### config.mk
export PLATFORM = sky130hd
export DESIGN_NAME = ir_fetch_flat
export DESIGN_NICKNAME = d
export VERILOG_FILES = /design/src/rtl/ir_fetch_if.sv /design/src/rtl/ir_fetch.sv /design/src/flat_wrapper.sv
export SDC_FILE = /design/constraint.sdc
export NUM_CORES = 1
export LEC_CHECK = 0
export CORE_ASPECT_RATIO = 1.1
export CORE_MARGIN = 4
export CORE_UTILIZATION = 37
export CTS_CLUSTER_DIAMETER = 100
export CTS_CLUSTER_SIZE = 30
export DETAILED_ROUTE_END_ITERATION = 7
export PLACE_DENSITY = 0.91
export SETUP_SLACK_MARGIN = 0.3
export SYNTH_ARGS = -nofsm -noshare
export SYNTH_HDL_FRONTEND = slang
export SYNTH_SLANG_ARGS = --single-unit
### constraint.sdc
create_clock -name clk -period 1.6 [get_ports clk]
set_input_delay 0.16 -clock clk [delete_from_list [all_inputs] [get_ports clk]]
set_output_delay 0.16 -clock clk [all_outputs]
set_load 0.01 [all_outputs]
### src/rtl/ir_fetch_if.sv
// Bus bundle between the fetch sequencer, program memory and the instruction register.
// Latency: none (wires only).
// Backpressure: none; the sequencer ignores requests while busy.
interface ir_fetch_if #(
  parameter int ADDR_W = 8
);
  // Control from the sequencer's client
  logic              fetch_req;
  logic              jump;
  logic [ADDR_W-1:0] jump_addr;

  // Program memory port
  logic [ADDR_W-1:0] mem_addr;
  logic              mem_rd;
  logic [7:0]        mem_data;

  // Instruction register write port
  logic [7:0]        data_out;
  logic              load_upper;
  logic              load_lower;

  // Status
  logic              busy;
  logic              fetch_done;
  logic [ADDR_W-1:0] pc;

  // Sequencer side
  modport master (
    input  fetch_req, jump, jump_addr, mem_data,
    output mem_addr, mem_rd, data_out, load_upper, load_lower,
           busy, fetch_done, pc
  );

  // Client / memory / instruction register side
  modport slave (
    output fetch_req, jump, jump_addr, mem_data,
    input  mem_addr, mem_rd, data_out, load_upper, load_lower,
           busy, fetch_done, pc
  );
endinterface

### src/rtl/ir_fetch.sv
// Fetch sequencer: reads opcode then operand from byte-wide sync memory into the IR.
// Latency: fetch_done 4 cycles after fetch_req is sampled in IDLE; 5-cycle repeat rate.
// Backpressure: none; fetch_req/jump are sampled only in IDLE, ignored (not queued) when busy.
module ir_fetch #(
  parameter int                ADDR_W   = 8,
  parameter logic [ADDR_W-1:0] RESET_PC = '0
) (
  input  logic     clk,
  input  logic     reset,
  ir_fetch_if.master bus
);

  typedef enum logic [2:0] {
    S_IDLE  = 3'd0,
    S_RD_HI = 3'd1,
    S_LD_HI = 3'd2,
    S_LD_LO = 3'd3,
    S_DONE  = 3'd4
  } state_t;

  localparam logic [ADDR_W-1:0] PC_ONE  = ADDR_W'(1);
  localparam logic [ADDR_W-1:0] PC_STEP = ADDR_W'(2);

  state_t            state_q, state_d;
  logic [ADDR_W-1:0] pc_q, pc_d;

  // State and program counter registers; reset aborts any fetch immediately
  always_ff @(posedge clk or posedge reset) begin
    if (reset) begin
      state_q <= S_IDLE;
      pc_q    <= RESET_PC;
    end else begin
      state_q <= state_d;
      pc_q    <= pc_d;
    end
  end

  // Next state and pc: jump wins over fetch_req in IDLE; pc steps by 2 leaving LD_LO
  always_comb begin
    state_d = state_q;
    pc_d    = pc_q;
    unique case (state_q)
      S_IDLE: begin
        if (bus.jump) begin
          pc_d = bus.jump_addr;
        end else if (bus.fetch_req) begin
          state_d = S_RD_HI;
        end
      end
      S_RD_HI: state_d = S_LD_HI;
      S_LD_HI: state_d = S_LD_LO;
      S_LD_LO: begin
        state_d = S_DONE;
        pc_d    = pc_q + PC_STEP;
      end
      S_DONE:  state_d = S_IDLE;
      default: state_d = S_IDLE;
    endcase
  end

  // Output decode; LD_HI already issues the operand read so its data lands in LD_LO
  always_comb begin
    bus.mem_addr   = pc_q;
    bus.mem_rd     = 1'b0;
    bus.data_out   = 8'h00;
    bus.load_upper = 1'b0;
    bus.load_lower = 1'b0;
    bus.fetch_done = 1'b0;
    bus.busy       = (state_q != S_IDLE);
    unique case (state_q)
      S_IDLE: ;
      S_RD_HI: begin
        bus.mem_rd = 1'b1;
      end
      S_LD_HI: begin
        bus.mem_addr   = pc_q + PC_ONE;
        bus.mem_rd     = 1'b1;
        bus.data_out   = bus.mem_data;
        bus.load_upper = 1'b1;
      end
      S_LD_LO: begin
        bus.data_out   = bus.mem_data;
        bus.load_lower = 1'b1;
      end
      S_DONE: begin
        bus.fetch_done = 1'b1;
      end
      default: ;
    endcase
  end

  assign bus.pc = pc_q;

  // The instruction register must never see both halves written in one cycle
  a_one_load: assert property (@(posedge clk) disable iff (reset)
    !(bus.load_upper && bus.load_lower));

  // A completed fetch always returns to IDLE on the next edge
  a_done_idle: assert property (@(posedge clk) disable iff (reset)
    (state_q == S_DONE) |=> (state_q == S_IDLE));

endmodule

### src/flat_wrapper.sv
// flat-port wrapper written by rule: the top's interface ports become plain ports
module ir_fetch_flat 
#(
  parameter int                ADDR_W   = 8,
  parameter logic [ADDR_W-1:0] RESET_PC = '0
)
  (clk, reset, bus_fetch_req, bus_jump, bus_jump_addr, bus_mem_data, bus_mem_addr, bus_mem_rd, bus_data_out, bus_load_upper, bus_load_lower, bus_busy, bus_fetch_done, bus_pc);
  ir_fetch_if #(.ADDR_W(ADDR_W)) bus_i ();
  input  logic clk;
  input  logic reset;
  input wire logic [$bits(bus_i.fetch_req)-1:0] bus_fetch_req;
  input wire logic [$bits(bus_i.jump)-1:0] bus_jump;
  input wire logic [$bits(bus_i.jump_addr)-1:0] bus_jump_addr;
  input wire logic [$bits(bus_i.mem_data)-1:0] bus_mem_data;
  output wire logic [$bits(bus_i.mem_addr)-1:0] bus_mem_addr;
  output wire logic [$bits(bus_i.mem_rd)-1:0] bus_mem_rd;
  output wire logic [$bits(bus_i.data_out)-1:0] bus_data_out;
  output wire logic [$bits(bus_i.load_upper)-1:0] bus_load_upper;
  output wire logic [$bits(bus_i.load_lower)-1:0] bus_load_lower;
  output wire logic [$bits(bus_i.busy)-1:0] bus_busy;
  output wire logic [$bits(bus_i.fetch_done)-1:0] bus_fetch_done;
  output wire logic [$bits(bus_i.pc)-1:0] bus_pc;
  assign bus_i.fetch_req = bus_fetch_req;
  assign bus_i.jump = bus_jump;
  assign bus_i.jump_addr = bus_jump_addr;
  assign bus_i.mem_data = bus_mem_data;
  assign bus_mem_addr = bus_i.mem_addr;
  assign bus_mem_rd = bus_i.mem_rd;
  assign bus_data_out = bus_i.data_out;
  assign bus_load_upper = bus_i.load_upper;
  assign bus_load_lower = bus_i.load_lower;
  assign bus_busy = bus_i.busy;
  assign bus_fetch_done = bus_i.fetch_done;
  assign bus_pc = bus_i.pc;
  ir_fetch #(.ADDR_W(ADDR_W), .RESET_PC(RESET_PC)) u_core (.clk(clk), .reset(reset), .bus(bus_i));
endmodule
* Word-level counts from Yosys, hierarchy flattened
Index checks and enable logic that the tools add are counted.
** Cells by class
- Reduce and logical (&&, ||, !) cells :: 7
- Add/subtract/negate cells :: 2
- Equality and inequality tests :: 7
- Muxes and demuxes :: 11
** Operator list (count)
- 8-bit two-way mux :: 3
- 8-bit case mux with 2 select lines :: 1
- 3-bit case mux with 4 select lines :: 1
- 8-bit by 1-bit adder with 8-bit output, second input constant :: 1
- 8-bit by 2-bit adder with 8-bit output, second input constant :: 1
- 3-bit by 2-bit == test with 1-bit output, second input constant :: 2
- 3-bit two-way mux :: 2
- 2-bit inequality test, second input constant :: 3
- 1-bit two-way mux :: 4
- 2-bit AND reduction :: 2
- 2-bit OR reduction :: 2
- 3-bit by 1-bit == test with 1-bit output, second input constant :: 1
- 3-bit == test, second input constant :: 1
- 3-bit zero test :: 1
- 3-bit nonzero test :: 1
- 2-bit nonzero test :: 1
** Word-level totals
- Register bits :: 11
- Input bits :: 20
- Word-level logic and storage cells :: 29
- Output and inout port bits :: 29

* Depth between registers and ports, before layout
Gate-level depths: netlist (run 1).
- Depth after elaboration :: 3
- Depth in mapped cells :: 5
- Mapped depth without buffers :: 4

* Worst setup path before layout (run 1)
OpenSTA, ideal clock, no wires.
- Kind :: register -> output
- Start point :: register u_core.state_q[0]
- End point :: output port bus_mem_addr[7]
- Required time :: 1440 ps
- Path buffers :: 1
- Cell stages (with the launch flop) :: 5
- Arrival time :: 1423 ps
- Slack :: 17 ps
- Cell sequence :: dfrtp_1 buf_2 nor3b_2 nand4_1 xnor2_1
** On the way
- Longest elaborated chain between the ends :: 2
** Ends and longest elaborated chain
- start, declared :: RTL line ir_fetch.sv:24 : state_t state_q, state_d;
- start signal, assigned :: RTL line ir_fetch.sv:33 : state_q <= state_d;
- 3-bit by 2-bit == test with 1-bit output :: RTL line ir_fetch.sv:70 : unique case (state_q)
- 8-bit two-way mux :: RTL line ir_fetch.sv:70
- end, declared :: RTL line flat_wrapper.sv:15 : output wire logic [$bits(bus_i.mem_addr)-1:0] bus_mem_addr;
Every way passes these cells.

* Worst setup path in the final report (run 1)
- Start point :: register u_core.state_q[2]
- End point :: output port bus_mem_addr[7]
Same word-level chain as after synthesis.

==> results of run 1 <==
==> where the power goes <==
group / total, mW / internal (mW) / switching [mW]
registers: 0.601 / 0.420 / 0.180
clock network: 0.211 / 0.0928 / 0.118
logic: 3.07 / 1.64 / 1.43
==> worst min-delay path by stage <==
stage / slack (ns) / cells after the start / to
floorplan: 0.01 / 1 / u_core.bus.pc[0]
global placement: 0.48 / 2 / u_core.bus.pc[7]
detailed placement: 0.50 / 2 / u_core.bus.pc[7]
CTS: 0.21 / 2 / u_core.bus.pc[5]
global route: 0.22 / 2 / u_core.bus.pc[5]
finish: 0.19 / 2 / u_core.bus.pc[3]
==> per-layer routing <==
layer	GRT usage (%)	up-vias	wire length [µm]
met5	0	-	0
met4	12.0	0	111
met3	4.96	10	336
met2	48.9	78	2200
met1	26.5	545	1500
li1	-	489	-
==> metrics by stage <==
stage	total power, mW	TNS (ns)
floorplan	1.65	0
global placement	2.73	-1.60
detailed placement	2.81	-2.05
CTS	3.42	-0.0809
global route	4.06	-1.83
finish	3.88	-1.08
==> state kept, by name (all words and copies together) (netlist names) <==
name / count
u_core.state_q: 3
u_core.bus.pc: 8
==> timing repair <==
action | CTS | global route
setup endpoints to repair | 37 | 35
resized for setup | 141 | 28
buffers inserted | 16 | 2
pin swaps | 28 | 10
hold buffers | 0 | 0
gates cloned | 2 | 0
==> layout make-up <==
cell class / instances / area share, %
repair buffers: 83 / 40.8
multi-input cells: 70 / 39.1
inverters: 5 / 1.31
flip-flops and latches: 11 / 15.3
well taps: 28 / 1.93
clock buffers: 3 / 1.24
clock inverters: 1 / 0.276
==> cell usage in the layout, fill, tap and decap left out, drive strengths merged, types with 2 or more instances in the layout <==
cell / netlist / layout
xnor2: 7 / 7
nand2: 8 / 8
nor3: 4 / 4
and2: 9 / 9
nor3b: 2 / 2
a21oi: 3 / 3
clkdlybuf4s50: 0 / 19
nand3: 5 / 5
inv: 4 / 4
a311oi: 3 / 3
clkdlybuf4s15: 0 / 2
ha: 2 / 2
dfrtp: 11 / 11
clkbuf: 0 / 5
and4: 5 / 5
dlygate4sd2: 0 / 3
clkinv: 1 / 2
or4b: 1 / 2
nor2: 7 / 7
buf: 4 / 57
==> cells by family (layout without fill, tap and decap cells) <==
group	Yosys count	in the layout
AND/OR/NAND/NOR	47	48
flip-flops	11	11
AO/OA/AOI/OAI	10	10
buffers and inverters	9	92
XOR/XNOR	8	8
adder cells (fa/ha/maj)	2	2
multiplexers	2	2
==> critical path: cells and delay by family, from the launching register on <==
kind / cells / cell delay, ns
flops: 1 / 0.44
buf+inv: 2 / 0.32
simple gates: 2 / 0.39
xor+xnor: 1 / 0.16
==> results.toml, run 1 <==
[synth]
synth_top_area_share_pct = 33.4
ys_types = 31
yosysSeqAreaShare_pct = 33.4
synth_edf_count = 0
synth-compound-area-share_pct = 9.27
syn_nets = 111
yosys_register_bits = 11
synth-main-ff-cell = "dfrtp_1"
synth_warnings = 0
post-synth-top-area-cell = "dfrtp_1"
synth_common_cells = "11 x dfrtp_1, 9 x and2_1, 8 x nand2_1"
synthArstFlopShare_pct = 100
syn_inst = 89
yosysMostFrequentCell = "dfrtp_1"
synth-xor-area-share_pct = 8.51
ys_top_cells_by_area = "dfrtp_1 33%, xnor2_1 7.4%, and2_1 6.8%, and4_1 5.3%, buf_6 4.1%"
synth.avg_cell_area_um2 = 9.25
synth_fa_ha_area_share_pct = 3.04
yosys.area_share.simple_pct = 36.0
synth_top_family_by_area = "simple AND/OR/NAND/NOR gates"
synthMuxAreaShare_pct = 2.58
syn_area_um2 = 823

[power_and_ir_drop]
power_density_nw_per_um2 = 2140
peakVddDrop_v = 0.00156
leakage_nw = 0.856

[routing]
vias = 1122
first_iter_violations = 45
totalWireLength_mm = 4.15
post_drt_wl_per_cell_um = 20.6
vias_per_cell = 5.58
antenna_left = 0
first_pass_iters = 5
drc = 0

[global_route]
grt_max_degree = 12
antenna_found_initial = 0
grt_pass1_vias = 1159
gr-total-overflow = 0
track_usage_pct = 26.0
grt_pass1_wl_mm = 5.61

[setup_path]
rrSetupSlack_ns = -0.11
crit_path_end_kind = "primary output"
startpoint_type = "flop"
cp_max_fo = 5
rr_worst_depth = 8
path_cells = "nor3b_4, buf_6, nand4_1, xnor2_1, buf_2"
critPathRequiredTime_ns = 1.44
r2r-end = "u_core.bus.pc[4]"
critical-path-slowest-cell = "dfrtp_1"
worstSetupPathType = "flop to primary output"
crit_arrival_ns = 1.58
regToRegStartpoint = "u_core.state_q[2]"
cpPeakStageDelay_ns = 0.44
startpoint = "u_core.state_q[2]"
endpoint = "bus_mem_addr[7]"

[finish]
fillers = 93
post-route-util_pct = 87.8
register_area_um2 = 278
multi_input_area_um2 = 708
fin_area_um2 = 1810
finalNonFillerCells = 201
antenna_cells = 0
syn_to_final_growth_pct = 120
fin_nets = 196
drive_gt1_share_pct = 63.0

[sta]
period_needed_ns = 1.74
relSlewSlack_pct = 68.9
maxSlewViolCount = 0
setup_ws_ns = -0.136
tightest_slew_ns = 0.466
max_freq_mhz = 576
fin_crit_sh_pct = 109
setup_viol = 17
hold_viol_final = 0
finClkSkew_ns = 0.00383
rsz0062_at_grt = "yes"
holdWs_ns = 0.189

[run_status]
status = "finished, violations left"
violations = "setup timing"

[cts]
clk_latency_ns = 0.28
cts_sinks = 11
cts.path.max_buffers = 2
cts_tree = "built"
htreeDepth = 1
cts_made_buffers = 3
cts.clk_slew.worst_paths_ns = 0.09
cts_root_buf = "clkbuf_4"

[place]
port_buffers = 48
placed_area_um2 = 1460
place_congestion = 0.817
place_ws_ns = -0.198
dp_hpwl_mm = 2.10
placed_cells = 177

[floorplanning]
die_w_um = 53.0
num_rows = 17
io_pins = 49
die-area_um2 = 3040
core_um2 = 2060
start_util_pct = 39.9
die_height_um = 57.5

[min_path]
min_path_type = "input port to asynchronous set/reset pin"

[job]
max_cap_violations = 0
(Power assumes the default switching activity.)
==> run 2: changes to the inputs <==
CORE_ASPECT_RATIO = not set   (was 1.1)
SLEW_MARGIN = 25   (was not set)
==> run 2 against run 1 <==
Effect of this change: register-to-register slack better by 0.08 ns; highest routed layer unchanged; the flow still finishes with violations (setup timing); worst hold slack worse by 0.019 ns; non-clock buffer count down 2; largest cell class unchanged; clock skew up 0.0058 ns.
==> results.toml, run 2 (synthesized netlist as in run 1, its figures left out) <==
[run_status]
status = "finished, violations left"
violations = "setup timing"

[job]
max_cap_violations = 0

[routing]
post_drt_wl_per_cell_um = 20.0
first_iter_violations = 33
antenna_left = 0
first_pass_iters = 4
totalWireLength_mm = 3.97
vias_per_cell = 5.52
vias = 1093
drc = 0

[setup_path]
endpoint = "bus_mem_addr[0]"
rr_worst_depth = 5
critPathRequiredTime_ns = 1.44
rrSetupSlack_ns = -0.03
r2r-end = "u_core.bus.pc[1]"
cp_max_fo = 8
worstSetupPathType = "flop to primary output"
regToRegStartpoint = "u_core.state_q[2]"
crit_path_end_kind = "primary output"
crit_arrival_ns = 1.54
startpoint_type = "flop"
startpoint = "u_core.state_q[0]"

[floorplanning]
die_w_um = 55.2
die_height_um = 55.2
io_pins = 49
core_um2 = 2040
num_rows = 16
die-area_um2 = 3040
start_util_pct = 40.3

[finish]
drive_gt1_share_pct = 60.2
register_area_um2 = 278
largest_reg_flops = 8
fin_area_um2 = 1770
syn_to_final_growth_pct = 115
mostFrequentLayoutCells = "22 x buf_6, 22 x buf_4, 19 x clkdlybuf4s50_1"
fillers = 110
post-route-util_pct = 86.7
fin_nets = 194
antenna_cells = 0
multi_input_area_um2 = 669

[min_path]
min_path_type = "input port to asynchronous set/reset pin"

[place]
placed_area_um2 = 1480
place_ws_ns = -0.202
place_congestion = 0.791
port_buffers = 48
dp_hpwl_mm = 2.24

[cts]
cts_made_buffers = 3
clk_latency_ns = 0.30
cts.clk_slew.worst_paths_ns = 0.08
cts_root_buf = "clkbuf_4"
cts.path.max_buffers = 2
htreeDepth = 1
cts_tree = "built"
cts_sinks = 11

[sta]
rsz0062_at_grt = "yes"
finClkSkew_ns = 0.00964
setup_ws_ns = -0.103
relSlewSlack_pct = 69.2
period_needed_ns = 1.70
holdWs_ns = 0.170
maxSlewViolCount = 0
max_freq_mhz = 587
fin_crit_sh_pct = 106
setup_viol = 19
tightest_slew_ns = 0.461
hold_viol_final = 0

[global_route]
grt_max_degree = 12
antenna_found_initial = 0
track_usage_pct = 24.9
gr-total-overflow = 0
grt_pass1_vias = 1043
grt_pass1_wl_mm = 5.10

[power_and_ir_drop]
peakVddDrop_v = 0.00172
power_density_nw_per_um2 = 2130
leakage_nw = 0.825
power_mw = 3.78
==> run 2: changes by cell type in the layout (fill, tap and decap cells not counted), sizes merged <==
cell	change
clkdlybuf4s15	+4
buf	-3
dlygate4sd2	-2
clkinv	-1
==> run 2: worst max-delay path, stage by stage, from the launching register on <==
cell and delay, ns:
dfrtp_1 0.42, nor3b_4 0.20, buf_6 0.16, buf_4 0.13, xor2_1 0.17, buf_2 0.16
==> run 2: layer usage <==
layer	vias to the layer above	wire (µm)	share of wire (%)	global-route usage, %
met3	18	317	8.0	6.70
met4	0	202	5.1	11.7
met1	532	1390	35	24.8
met5	-	0	0	0
met2	55	2060	52	47.2
li1	488	-	-	-
==> run 2: final cells by class <==
cell class / count / share of cell area [%]
repair buffers: 81 / 42.0
multi-input cells: 70 / 37.8
flip-flops and latches: 11 / 15.7
well taps: 27 / 1.91
clock buffers: 4 / 1.48
inverters: 5 / 1.13
==> run 2: timing repair <==
action	CTS	global route
resized for setup	125	33
pin swaps	20	11
setup endpoints to repair	37	36
gates cloned	1	0
buffers inserted	9	5
hold buffers	0	0
==> run 2: power by group <==
group          leakage [nW]  internal, mW  switching [mW]
Combinational         0.683          1.64            1.36
Sequential            0.127         0.421           0.150
Clock                0.0150        0.0973           0.116
Total                 0.825          2.16            1.62
==> run 2: stage by stage <==
stage	TNS, ns	cells
CTS	-0.106	193
floorplan	0	89
detailed placement	-2.37	179
global route	-2.06	198
global placement	-1.68	179
finish	-0.588	198
==> run 2: how the worst min path moves through the flow <==
| stage | start | to | slack [ns] |
|---|---|---|---|
| 2_1_floorplan | reset | u_core.bus.pc[0] | 0.01 |
| 5_1_grt | reset | u_core.bus.pc[7] | 0.21 |
| 3_3_place_gp | reset | u_core.bus.pc[7] | 0.49 |
| 6_report | reset | u_core.bus.pc[7] | 0.17 |
| 4_1_cts | reset | u_core.bus.pc[7] | 0.20 |
| 3_5_place_dp | reset | u_core.bus.pc[7] | 0.49 |
